### src/rtl/uart_register_peripheral_pkg.sv
// Shared register map, STATUS layout and FSM state types for the UART peripheral.
// Latency: n/a (declarations only).
// Backpressure: n/a (declarations only).
package uart_register_peripheral_pkg;

  // Register offsets from BASE_INDEX; also used by the core's software and the bench.
  localparam logic [1:0] REG_UART_STATUS = 2'd0;
  localparam logic [1:0] REG_UART_TX     = 2'd1;
  localparam logic [1:0] REG_UART_RX     = 2'd2;
  localparam logic [1:0] REG_UART_CTRL   = 2'd3;

  // STATUS bit positions.
  localparam int STAT_TX_BUSY     = 0;
  localparam int STAT_RX_READY    = 1;
  localparam int STAT_RX_OVERRUN  = 2;
  localparam int STAT_RX_FRAME_ERR = 3;
  localparam int STAT_RX_FULL     = 4;

  // CTRL write bits (write 1 to clear the matching sticky flag).
  localparam int CTRL_CLR_OVERRUN   = 0;
  localparam int CTRL_CLR_FRAME_ERR = 1;

  typedef enum logic [1:0] {
    TX_IDLE  = 2'd0,
    TX_START = 2'd1,
    TX_DATA  = 2'd2,
    TX_STOP  = 2'd3
  } tx_state_t;

  typedef enum logic [1:0] {
    RX_IDLE  = 2'd0,
    RX_START = 2'd1,
    RX_DATA  = 2'd2,
    RX_STOP  = 2'd3
  } rx_state_t;

  // STATUS register image, MSB first so it packs straight onto the 16-bit read bus.
  typedef struct packed {
    logic [10:0] rsvd;
    logic        rx_full;
    logic        rx_frame_err;
    logic        rx_overrun;
    logic        rx_ready;
    logic        tx_busy;
  } status_t;

endpackage

### src/rtl/sync_fifo.sv
// Single-clock FIFO with first-word-fall-through head output.
// Latency: a push is visible on head_dat/empty the cycle after the push edge.
// Backpressure: push into a full FIFO is dropped unless a pop happens in the same cycle.
//
// Ports:
//   clk, reset            clock, synchronous active-high reset (empties the FIFO)
//   push_vld, push_dat    write request and data
//   pop_vld               remove head (ignored when empty)
//   full, empty, head_dat occupancy flags and current head entry
module sync_fifo #(
  parameter int WIDTH = 8,
  parameter int DEPTH = 8
) (
  input  logic             clk,
  input  logic             reset,
  input  logic             push_vld,
  input  logic [WIDTH-1:0] push_dat,
  input  logic             pop_vld,
  output logic             full,
  output logic             empty,
  output logic [WIDTH-1:0] head_dat
);

  localparam int AW = $clog2(DEPTH);
  localparam logic [AW:0] PTR_ONE = {{AW{1'b0}}, 1'b1};

  // One extra pointer bit distinguishes full from empty when the index bits match.
  logic [AW:0]      wr_ptr;
  logic [AW:0]      rd_ptr;
  logic [WIDTH-1:0] mem [DEPTH];
  logic             pop_ok;
  logic             push_ok;

  assign empty    = (wr_ptr == rd_ptr);
  assign full     = (wr_ptr[AW] != rd_ptr[AW]) && (wr_ptr[AW-1:0] == rd_ptr[AW-1:0]);
  assign head_dat = mem[rd_ptr[AW-1:0]];

  // Pop is evaluated first, so a full FIFO still accepts a push that coincides with a pop.
  assign pop_ok  = pop_vld && !empty;
  assign push_ok = push_vld && (!full || pop_ok);

  always_ff @(posedge clk) begin
    if (reset) begin
      wr_ptr <= '0;
      rd_ptr <= '0;
    end else begin
      if (push_ok) wr_ptr <= wr_ptr + PTR_ONE;
      if (pop_ok)  rd_ptr <= rd_ptr + PTR_ONE;
    end
  end

  always_ff @(posedge clk) begin
    if (push_ok) mem[wr_ptr[AW-1:0]] <= push_dat;
  end

endmodule

### src/rtl/uart_register_peripheral.sv
// Register-mapped 8N1 UART: TX shifter, RX deserialiser and RX FIFO behind a 4-register window.
// Latency: read data registered, valid the cycle after the read access; TX starts the cycle after the write.
// Backpressure: TX writes while busy are dropped; RX bytes arriving with the FIFO full are dropped (overrun).
//
// Ports:
//   clk, reset                          clock, synchronous active-high reset
//   register_index                      7-bit register select from the core
//   register_read / register_write      access strobes (read is also high during writes)
//   register_write_value                16-bit write data
//   register_read_value                 16-bit registered read data, holds between reads
//   uart_tx                             serial out, idle high
//   uart_rx                             serial in, asynchronous to clk
module uart_register_peripheral
  import uart_register_peripheral_pkg::*;
#(
  parameter int BAUD_DIVISOR  = 217,
  parameter int RX_FIFO_DEPTH = 8,
  parameter int BASE_INDEX    = 0
) (
  input  logic        clk,
  input  logic        reset,
  input  logic [6:0]  register_index,
  input  logic        register_read,
  input  logic        register_write,
  input  logic [15:0] register_write_value,
  output logic [15:0] register_read_value,
  output logic        uart_tx,
  input  logic        uart_rx
);

  localparam int CNT_W = $clog2(BAUD_DIVISOR);
  localparam logic [CNT_W-1:0] BIT_RELOAD  = CNT_W'(BAUD_DIVISOR - 1);
  localparam logic [CNT_W-1:0] HALF_RELOAD = CNT_W'(BAUD_DIVISOR / 2 - 1);
  localparam logic [CNT_W-1:0] CNT_ONE     = {{(CNT_W-1){1'b0}}, 1'b1};

  // ---------------------------------------------------------------------------
  // Register decode
  // ---------------------------------------------------------------------------
  logic [7:0] rel_index;
  logic       in_window;
  logic [1:0] reg_off;
  logic       read_acc;
  logic       tx_wr;
  logic       ctrl_wr;
  logic       rx_pop;
  logic       unused_wdata;

  // 8-bit subtraction: indices below BASE_INDEX wrap to >=129 and fall outside the window.
  assign rel_index = {1'b0, register_index} - 8'(BASE_INDEX);
  assign in_window = (rel_index < 8'd4);
  assign reg_off   = rel_index[1:0];
  assign read_acc  = register_read && !register_write;
  assign tx_wr     = register_write && in_window && (reg_off == REG_UART_TX);
  assign ctrl_wr   = register_write && in_window && (reg_off == REG_UART_CTRL);
  assign rx_pop    = read_acc && in_window && (reg_off == REG_UART_RX);

  assign unused_wdata = ^register_write_value[15:8];

  // ---------------------------------------------------------------------------
  // TX FSM
  // ---------------------------------------------------------------------------
  tx_state_t        tx_state;
  logic [CNT_W-1:0] tx_cnt;
  logic [2:0]       tx_bit;
  logic [7:0]       tx_shreg;
  logic             tx_busy;

  assign tx_busy = (tx_state != TX_IDLE);

  always_ff @(posedge clk) begin
    if (reset) begin
      tx_state <= TX_IDLE;
      tx_cnt   <= '0;
      tx_bit   <= '0;
      tx_shreg <= '0;
      uart_tx  <= 1'b1;
    end else begin
      case (tx_state)
        TX_IDLE: begin
          if (tx_wr) begin
            tx_state <= TX_START;
            tx_cnt   <= BIT_RELOAD;
            tx_shreg <= register_write_value[7:0];
            uart_tx  <= 1'b0;
          end
        end
        TX_START: begin
          if (tx_cnt == '0) begin
            tx_state <= TX_DATA;
            tx_cnt   <= BIT_RELOAD;
            tx_bit   <= '0;
            uart_tx  <= tx_shreg[0];
          end else begin
            tx_cnt <= tx_cnt - CNT_ONE;
          end
        end
        TX_DATA: begin
          if (tx_cnt == '0) begin
            tx_cnt <= BIT_RELOAD;
            if (tx_bit == 3'd7) begin
              tx_state <= TX_STOP;
              uart_tx  <= 1'b1;
            end else begin
              // Bit 0 of the shifted register goes out next, i.e. current bit 1.
              tx_bit   <= tx_bit + 3'd1;
              tx_shreg <= {1'b0, tx_shreg[7:1]};
              uart_tx  <= tx_shreg[1];
            end
          end else begin
            tx_cnt <= tx_cnt - CNT_ONE;
          end
        end
        TX_STOP: begin
          if (tx_cnt == '0) begin
            tx_state <= TX_IDLE;
          end else begin
            tx_cnt <= tx_cnt - CNT_ONE;
          end
        end
        default: begin
          tx_state <= TX_IDLE;
          uart_tx  <= 1'b1;
        end
      endcase
    end
  end

  // ---------------------------------------------------------------------------
  // RX synchroniser and FSM
  // ---------------------------------------------------------------------------
  logic             rx_meta;
  logic             rx_sync;
  logic             rx_prev;
  logic             rx_fall;
  rx_state_t        rx_state;
  logic [CNT_W-1:0] rx_cnt;
  logic [2:0]       rx_bit;
  logic [7:0]       rx_shreg;
  logic             rx_push_vld;
  logic [7:0]       rx_push_dat;
  logic             rx_ferr_set;

  // Synchroniser flops reset to the idle line level so reset never fakes a start edge.
  always_ff @(posedge clk) begin
    if (reset) begin
      rx_meta <= 1'b1;
      rx_sync <= 1'b1;
      rx_prev <= 1'b1;
    end else begin
      rx_meta <= uart_rx;
      rx_sync <= rx_meta;
      rx_prev <= rx_sync;
    end
  end

  assign rx_fall = rx_prev && !rx_sync;

  always_ff @(posedge clk) begin
    if (reset) begin
      rx_state    <= RX_IDLE;
      rx_cnt      <= '0;
      rx_bit      <= '0;
      rx_shreg    <= '0;
      rx_push_vld <= 1'b0;
      rx_push_dat <= '0;
      rx_ferr_set <= 1'b0;
    end else begin
      rx_push_vld <= 1'b0;
      rx_ferr_set <= 1'b0;
      case (rx_state)
        RX_IDLE: begin
          if (rx_fall) begin
            rx_state <= RX_START;
            rx_cnt   <= HALF_RELOAD;
          end
        end
        RX_START: begin
          // Mid-start-bit check: a line back at 1 was a glitch, not a frame.
          if (rx_cnt == '0) begin
            if (!rx_sync) begin
              rx_state <= RX_DATA;
              rx_cnt   <= BIT_RELOAD;
              rx_bit   <= '0;
            end else begin
              rx_state <= RX_IDLE;
            end
          end else begin
            rx_cnt <= rx_cnt - CNT_ONE;
          end
        end
        RX_DATA: begin
          if (rx_cnt == '0) begin
            rx_shreg <= {rx_sync, rx_shreg[7:1]};
            rx_cnt   <= BIT_RELOAD;
            if (rx_bit == 3'd7) begin
              rx_state <= RX_STOP;
            end else begin
              rx_bit <= rx_bit + 3'd1;
            end
          end else begin
            rx_cnt <= rx_cnt - CNT_ONE;
          end
        end
        RX_STOP: begin
          if (rx_cnt == '0) begin
            rx_state <= RX_IDLE;
            if (rx_sync) begin
              rx_push_vld <= 1'b1;
              rx_push_dat <= rx_shreg;
            end else begin
              rx_ferr_set <= 1'b1;
            end
          end else begin
            rx_cnt <= rx_cnt - CNT_ONE;
          end
        end
        default: rx_state <= RX_IDLE;
      endcase
    end
  end

  // ---------------------------------------------------------------------------
  // RX FIFO and sticky flags
  // ---------------------------------------------------------------------------
  logic       fifo_full;
  logic       fifo_empty;
  logic [7:0] fifo_head;
  logic       overrun_set;
  logic       rx_overrun;
  logic       rx_frame_err;

  sync_fifo #(
    .WIDTH (8),
    .DEPTH (RX_FIFO_DEPTH)
  ) u_rx_fifo (
    .clk      (clk),
    .reset    (reset),
    .push_vld (rx_push_vld),
    .push_dat (rx_push_dat),
    .pop_vld  (rx_pop),
    .full     (fifo_full),
    .empty    (fifo_empty),
    .head_dat (fifo_head)
  );

  // A same-cycle pop frees a slot, so only an unmatched push into a full FIFO overruns.
  assign overrun_set = rx_push_vld && fifo_full && !rx_pop;

  // Set has priority over a CTRL clear landing in the same cycle.
  always_ff @(posedge clk) begin
    if (reset) begin
      rx_overrun   <= 1'b0;
      rx_frame_err <= 1'b0;
    end else begin
      if (overrun_set) begin
        rx_overrun <= 1'b1;
      end else if (ctrl_wr && register_write_value[CTRL_CLR_OVERRUN]) begin
        rx_overrun <= 1'b0;
      end
      if (rx_ferr_set) begin
        rx_frame_err <= 1'b1;
      end else if (ctrl_wr && register_write_value[CTRL_CLR_FRAME_ERR]) begin
        rx_frame_err <= 1'b0;
      end
    end
  end

  // ---------------------------------------------------------------------------
  // Read data
  // ---------------------------------------------------------------------------
  status_t status;

  always_comb begin
    status              = '0;
    status.tx_busy      = tx_busy;
    status.rx_ready     = !fifo_empty;
    status.rx_overrun   = rx_overrun;
    status.rx_frame_err = rx_frame_err;
    status.rx_full      = fifo_full;
  end

  always_ff @(posedge clk) begin
    if (reset) begin
      register_read_value <= '0;
    end else if (read_acc) begin
      if (!in_window) begin
        register_read_value <= '0;
      end else begin
        case (reg_off)
          REG_UART_STATUS: register_read_value <= status;
          REG_UART_RX:     register_read_value <= fifo_empty ? 16'h0000 : {8'h00, fifo_head};
          default:         register_read_value <= '0;
        endcase
      end
    end
  end

endmodule

### config.mk
export PLATFORM = sky130hd
export DESIGN_NAME = uart_register_peripheral
export DESIGN_NICKNAME = d
export VERILOG_FILES = /design/src/rtl/uart_register_peripheral_pkg.sv /design/src/rtl/sync_fifo.sv /design/src/rtl/uart_register_peripheral.sv
export SDC_FILE = /design/constraint.sdc
export NUM_CORES = 1
export LEC_CHECK = 0
export CAP_MARGIN = 20
export CORE_MARGIN = 3
export CORE_UTILIZATION = 25
export CTS_CLUSTER_DIAMETER = 40
export DETAILED_ROUTE_END_ITERATION = 6
export GPL_ROUTABILITY_DRIVEN = 0
export GPL_TIMING_DRIVEN = 1
export HOLD_SLACK_MARGIN = 0.15
export SYNTH_ARGS = -nofsm -noshare
export SYNTH_HDL_FRONTEND = slang
export SYNTH_HIERARCHICAL = 1
export SYNTH_SLANG_ARGS = --single-unit
### constraint.sdc
create_clock -name clk -period 3.6 [get_ports clk]
set_input_delay 1.08 -clock clk [delete_from_list [all_inputs] [get_ports clk]]
set_output_delay 1.08 -clock clk [all_outputs]
set_load 0.01 [all_outputs]
# Yosys cells after proc, flatten, opt, wreduce, memory -nomap -nowiden
# Memories as Yosys holds them, arrays and structs flattened. A register that Yosys moved wholly into a read port is not among the register bits.
# Cells that the tools add are included.
[totals]
output_inout_bits = 17
elab_cells = 158
ff_bits = 82
ram_bits = 64
mem_count = 1
[mem_list]
columns = ["name", "words", "width", "read_ports", "rd_clocked_by_memory_dff", "write_ports", "line", "text"]
rows = [
  ["u_rx_fifo.mem", 8, 8, 1, 1, 1, "sync_fifo.sv:30", "logic [WIDTH-1:0] mem [DEPTH];"],
]
[classes]
reduce_logical = 44
eq_ne = 30
n_bitwise = 2
n_addsub = 6
n_lt_le_gt_ge = 1
muxes = 54
[ops]
columns = ["operator", "count"]
rows = [
  ["two-way mux 8 bit", 13],
  ["one-hot mux 8 bit (2 select lines)", 2],
  ["one-hot mux 8 bit (4 select lines)", 1],
  ["!= test 2 bit, second input constant", 15],
  ["two-way mux 3 bit", 9],
  ["one-hot mux 8 bit (3 select lines)", 1],
  ["two-way mux 2 bit", 11],
  ["zero test 8 bit", 2],
  ["one-hot mux 2 bit (4 select lines)", 2],
  ["subtractor 8 x 1 -> 8 bit, second input constant", 2],
  ["AND reduction 5 bit", 3],
  ["logical AND 1 bit", 14],
  ["equality test 2 bit, second input constant", 6],
  ["two-way mux 1 bit", 12],
  ["one-hot mux 3 bit (2 select lines)", 2],
  ["AND reduction 4 bit", 3],
  ["nonzero test 2 bit", 6],
  ["adder 4 x 1 -> 4 bit, second input constant", 2],
  ["less-than comparator 7 x 3 -> 1 bit, second input constant", 1],
  ["adder 3 x 1 -> 3 bit, second input constant", 2],
  ["equality test 2 x 1 -> 1 bit, second input constant", 3],
  ["equality test 3 bit, second input constant", 2],
  ["zero test 2 bit", 3],
  ["AND reduction 3 bit", 2],
  ["12 further kinds", 18],
]

# Depth between registers and ports, before layout
[logic_depth]
depth_word = 9
ltp_mapped = 8
mapped_depth_nobuf = 7

# By module
# Netlist, hierarchy kept.
[modules_own_cells]
columns = ["mod", "instances", "cells_per_inst", "area_each_um2", "seq_area_each_um2"]
rows = [
  ["uart_register_peripheral", 1, 382, 3387.0, 1321.3],
  ["sync_fifo", 1, 164, 3016.6, 2142.1],
]

# Worst setup path before layout
# No wires, ideal clock.
[synth_path]
kind = "input -> register"
from = "input port register_index[5]"
to = "memory u_rx_fifo.mem[0][0] (enable)"
n_path_buf = 0
path_stages = 5
path_slack_ps = 191
setup_time_ps = 395
required_ps = 3205
arrival_ps = 3015
cell_sequence = "nor4_1 > nor4b_2 > and2_1 > o21ai_0 > nor4_1"
[synth_via]
elab_chain_len = 8
[synth_rtl]
columns = ["item", "line", "text"]
rows = [
  ["from (decl)", "uart_register_peripheral.sv:22", "input logic [6:0] register_index,"],
  ["less-than comparator 7 x 3 -> 1 bit", "uart_register_peripheral.sv:50", "assign in_window = (rel_index < 8'd4);"],
  ["logical AND 1 bit (2 in a row)", "uart_register_peripheral.sv:55", "assign rx_pop = read_acc && in_window && (reg_off == REG_UART_RX);"],
  ["net rx_pop", "uart_register_peripheral.sv:45", "logic rx_pop;"],
  ["logical AND 1 bit", "sync_fifo.sv:39", "assign pop_ok = pop_vld && !empty;"],
  ["logical OR 1 bit", "sync_fifo.sv:40", "assign push_ok = push_vld && (!full || pop_ok);"],
  ["logical AND 1 bit", "sync_fifo.sv:40", ""],
  ["two-way mux 1 bit", "sync_fifo.sv:53", "if (push_ok) mem[wr_ptr[AW-1:0]] <= push_dat;"],
  ["two-way mux 1 bit (implied by the code)", "sync_fifo.sv:53", ""],
  ["to (decl)", "sync_fifo.sv:30", ""],
]
# The timed path passes the listed nets, and every way through them passes these cells.

# Worst setup path in the final report
[layout_path]
from = "input port register_index[5]"
to = "register u_rx_fifo.rd_ptr[3]"
[layout_via]
elab_chain_len = 4
[layout_rtl]
columns = ["item", "line", "text"]
rows = [
  ["less-than comparator 7 x 3 -> 1 bit", "uart_register_peripheral.sv:50", ""],
  ["logical AND 1 bit (2 in a row)", "uart_register_peripheral.sv:55", ""],
  ["net rx_pop", "uart_register_peripheral.sv:45", ""],
  ["logical AND 1 bit", "sync_fifo.sv:39", ""],
  ["to (signal assigned)", "sync_fifo.sv:48", "if (pop_ok) rd_ptr <= rd_ptr + PTR_ONE;"],
  ["to (decl)", "sync_fifo.sv:29", "logic [AW:0] rd_ptr;"],
]
# The timed path passes the listed nets, and every way through them passes these cells.
# A chain may end at the register's enable or synchronous reset.

==> implementation parameters <==
Parameter                              Value

Clock tree
  Number of hold buffers added after cts    0
  Clock insertion delay at the later pin of the skew report    0.42 ns
  Number of buffers inserted by post-CTS setup repair    0
  Clock-pin slew on the worst setup and hold paths    about 0.060 ns
  Clock tree root driver cell    sky130_fd_sc_hd__clkbuf_16
  Maximum clock insertion buffer count    2
  Number of clock sinks seen by CTS    ~140
  Cts bufs inserted    17
  Number of instances resized during post-cts repair    0
  CTS tree    built
  H-tree levels    4

Logic synthesis
  Synthesized instance count    between 500 and 600
  Most frequent cells after synthesis    sky130_fd_sc_hd__dfxtp_1 (77), sky130_fd_sc_hd__edfxtp_1 (64), sky130_fd_sc_hd__a21oi_1 (41)
  Synth warnings    6
  Proportion of synthesized flip-flops having asynchronous set or reset    0%
  Count of flip-flops with a built-in enable after synthesis    64
  Netlist area before placement    6404 um^2
  Average cell area after synthesis    ~12 um^2
  Top-area cell type share of the netlist area    roughly 30%
  Cell with the most instances after synthesis    sky130_fd_sc_hd__dfxtp_1
  Most common flop cell mapped by yosys    sky130_fd_sc_hd__dfxtp_1
  Library cell with the largest summed area after synthesis    sky130_fd_sc_hd__edfxtp_1
  Biggest area contributors in the synthesized netlist    sky130_fd_sc_hd__edfxtp_1 (30%), sky130_fd_sc_hd__dfxtp_1 (24%), sky130_fd_sc_hd__mux4_2 (5.6%), sky130_fd_sc_hd__ha_1 (3.5%), sky130_fd_sc_hd__mux2i_1 (3.3%)
  Number of different library cells in the post-synthesis netlist    between 70 and 80
  Register bit count reported by yosys    roughly 140
  Register area share after synthesis    around 54%

Timing
  Final worst-path cycle share    86.75%
  Setup-failing EPs final    0
  Setup Skew    0.01509 ns
  Accumulated negative setup slack    0 ns
  Final-layout worst hold slack    approximately 0.41 ns
  Worst rel slew slack    around two fifths
  Worst slew pin tran    0.8944 ns
  RSZ-0062 raised after global routing    false
  Min Clock Period, post-route    ~3.1 ns
  Max frequency    approximately 320 MHz
  Final count of pins violating max slew    0
  Fin. Hold Viols    0

Floorplan
  Total core area    24,750 um^2
  Die extent in x    around 170 um
  Initial cell density of the core    between 20% and 30%
  Full die area    between 20,000 and 30,000 um^2
  Number of top-level pins    45
  Die Y-Extent    between 150 and 200 um
  Placement row count    between 50 and 60

Power and ir drop
  Net Sw Frac    between 20% and 30%
  Maximum vdd drop    0.0004504 V
  Power density over cell area    ~520 nW/um^2
  Reported leakage power    2.686 nW
  Internal power component    a little under 0.003 W
  Relative contribution of the clock network to total power    a little over two fifths
  Power dissipated by switching net loads    about 0.0011 W
  Logic pwr share    between 10% and 20%
  Part of the power in registers    ~44%

Global route
  Sum of overflow across all layers after global routing    0
  Wire length of the first global-routing pass    22.58 mm
  Maximum number of pins on one net before global-route repair    36
  Number of antenna violations at the first check in global routing    0
  Via count of the first global-routing pass    roughly 4.4k
  All-Layer GR Usage    between 10% and 20%

Route
  Number of iterations in the first detailed-routing pass    4
  Residual DRC count    0
  Top routing layer in use    met4
  Violation count after the first detailed-route iteration    around 350
  Met1 wire length    between 6 and 7 mm
  Met2 wire len    6.361 mm
  Post-DR wirelength/cell    14.69 um
  Detailed Route WL    ~14 mm
  Total via count after detailed routing    ~4.4k
  Routed vias/inst    ~4.7
  Met3 WL post-DR    roughly 570 um
  Residual antenna-violating net count after detailed routing    0

Finish
  Post-layout nets    around 630
  Number of standard cells in the final layout excluding fillers    between 900 and 1k
  # diodes    0
  Area Overhead vs Synth    19.19%
  Share of layout cells above drive strength 1    16.64%

Critical path
  Largest fanout on the critical path    6
  Worst endpoint required time    a little under 4 ns
  Depth of the most critical reg-to-reg path    7
  Worst endpoint data arrival time    about 3.5 ns
  Startpoint Class    primary input
  Critical path start-end classification    primary input to flip-flop
  Reg-to-Reg Start    rx_cnt[0]
  Kind of end point of the critical path    flip-flop
  Worst R2R End    rx_cnt[7]
  Internal reg-to-reg setup slack    1.37 ns

Hold path
  Hold Path Cell Cnt    1
  Endpoint of the worst hold-timing path    rx_sync
  Class of the worst hold path    flip-flop to flip-flop
  Startpoint of the tightest hold check path    rx_meta

Placed design
  Number of port buffers    28
  HPWL reported at the end of detailed placement    between 9 and 10 mm
  Placed cell count    about 890

Status
  Run status    completed

Run
  Max-cap violation count    0
[stage by stage]
step / cell area (um^2) / util [%] / setup slack (ns) / total power (W)
final: 7632 / 30.84 / 0.4769 / 0.004002
after detailed placement: 7062 / 28.54 / 0.03606 / 0.002358
after CTS: 7632 / 30.84 / 0.4567 / 0.004045
after global routing: 7632 / 30.84 / 0.2004 / 0.004197
after global placement: 7062 / 28.54 / 0.06474 / 0.002351
after floorplan: 6430 / - / 0.1906 / 0.002213
[per-layer routing]
layer  vias up  global-route usage, %
met5         -                      0
met4         0                  3.219
met3        15                  2.499
met2        79                  16.06
met1      2132                  13.35
li1       2128                      -
[worst max-delay path by stage]
stage	startpoint	end	slack (ns)	cells past startpoint
after floorplan	register_index[5]	u_rx_fifo/mem[0][0]	0.19	5
after global placement	register_index[5]	u_rx_fifo/rd_ptr[3]	0.06	8
after detailed placement	register_index[5]	u_rx_fifo/rd_ptr[3]	0.04	8
after CTS	register_index[5]	u_rx_fifo/rd_ptr[3]	0.46	8
after global routing	register_index[5]	u_rx_fifo/rd_ptr[3]	0.20	8
final	register_index[5]	u_rx_fifo/rd_ptr[3]	0.48	8
[area by class of cell]
type                    count  area (um^2)
repair buffers             46        422.9
fillers                  2461        17120
clock inverters            14        131.4
inverters                  22        82.58
flip-flops and latches    141         3463
clock buffers              18        439.2
well taps                 324        405.4
multi-input cells         354         2688
[cell families (layout without fill, tap and decap cells)]
group,Yosys count,after routing,synth area share [%]
AND/OR/NAND/NOR,142,142,12.37
flip-flops,141,141,54.08
AO/OA/AOI/OAI,131,131,13.85
buffers and inverters,58,100,4.357
multiplexers,47,47,10.67
adder cells (fa/ha/maj),18,18,3.517
XOR/XNOR,8,8,1.094
other,1,8,0.05856
[critical path: stages]
cell	delay [ns]
sky130_fd_sc_hd__clkdlybuf4s50_1	0.42
sky130_fd_sc_hd__nor4_1	0.48
sky130_fd_sc_hd__nor4b_2	0.33
sky130_fd_sc_hd__and2_1	0.23
sky130_fd_sc_hd__inv_1	0.11
sky130_fd_sc_hd__a41o_1	0.29
sky130_fd_sc_hd__or3_1	0.37
sky130_fd_sc_hd__a21oi_1	0.14
[flip-flops by register name, summed over array words and instances (netlist names), 2 cells and up, named ones only]
signal               count
tx_state                 2
u_rx_fifo/wr_ptr         4
tx_shreg                 8
u_rx_fifo/mem           64
tx_cnt                   8
rx_bit                   3
u_rx_fifo/rd_ptr         4
register_read_value      8
rx_cnt                   8
rx_shreg                 8
rx_push_dat              8
tx_bit                   3
[placed cells by master, fill, tap and decap left out, types with 3 or more instances in the layout]
master and n:
sky130_fd_sc_hd__a21oi_1 41, sky130_fd_sc_hd__nand2_1 19, sky130_fd_sc_hd__inv_1 21, sky130_fd_sc_hd__a31oi_1 5
sky130_fd_sc_hd__o211a_1 3, sky130_fd_sc_hd__mux2i_1 21, sky130_fd_sc_hd__nor2_1 38, sky130_fd_sc_hd__o21ai_0 25
sky130_fd_sc_hd__o2bb2ai_1 5, sky130_fd_sc_hd__or2_2 6, sky130_fd_sc_hd__a22o_1 4, sky130_fd_sc_hd__clkdlybuf4s50_1 27
sky130_fd_sc_hd__nor4_1 4, sky130_fd_sc_hd__a22oi_1 3, sky130_fd_sc_hd__nand3_1 15, sky130_fd_sc_hd__inv_6 4
sky130_fd_sc_hd__clkbuf_16 17, sky130_fd_sc_hd__or3_1 5, sky130_fd_sc_hd__buf_4 17, sky130_fd_sc_hd__xnor2_1 5
sky130_fd_sc_hd__and2_1 3, sky130_fd_sc_hd__xor2_1 3, sky130_fd_sc_hd__clkinv_2 3, sky130_fd_sc_hd__conb_1 8
sky130_fd_sc_hd__a311oi_1 8, sky130_fd_sc_hd__a211oi_1 3, sky130_fd_sc_hd__a32oi_1 6, sky130_fd_sc_hd__mux2_2 10
sky130_fd_sc_hd__nor3_1 8, sky130_fd_sc_hd__o31ai_1 3, sky130_fd_sc_hd__nand4_1 7, sky130_fd_sc_hd__dfxtp_1 77
sky130_fd_sc_hd__nor2b_1 9, sky130_fd_sc_hd__mux4_2 16, sky130_fd_sc_hd__nand2b_1 7, sky130_fd_sc_hd__ha_1 18
sky130_fd_sc_hd__edfxtp_1 64
[power by group through the flow]
stage                     clock [W]  combinational [W]  sequential [W]
after floorplan                   0           0.000424         0.00179
after global placement            0           0.000553         0.00180
after detailed placement          0           0.000559         0.00180
after CTS                   0.00172           0.000561         0.00177
after global routing        0.00180           0.000624         0.00178
final                       0.00167           0.000563         0.00177
No activity file was read; power rests on OpenSTA's default activity.
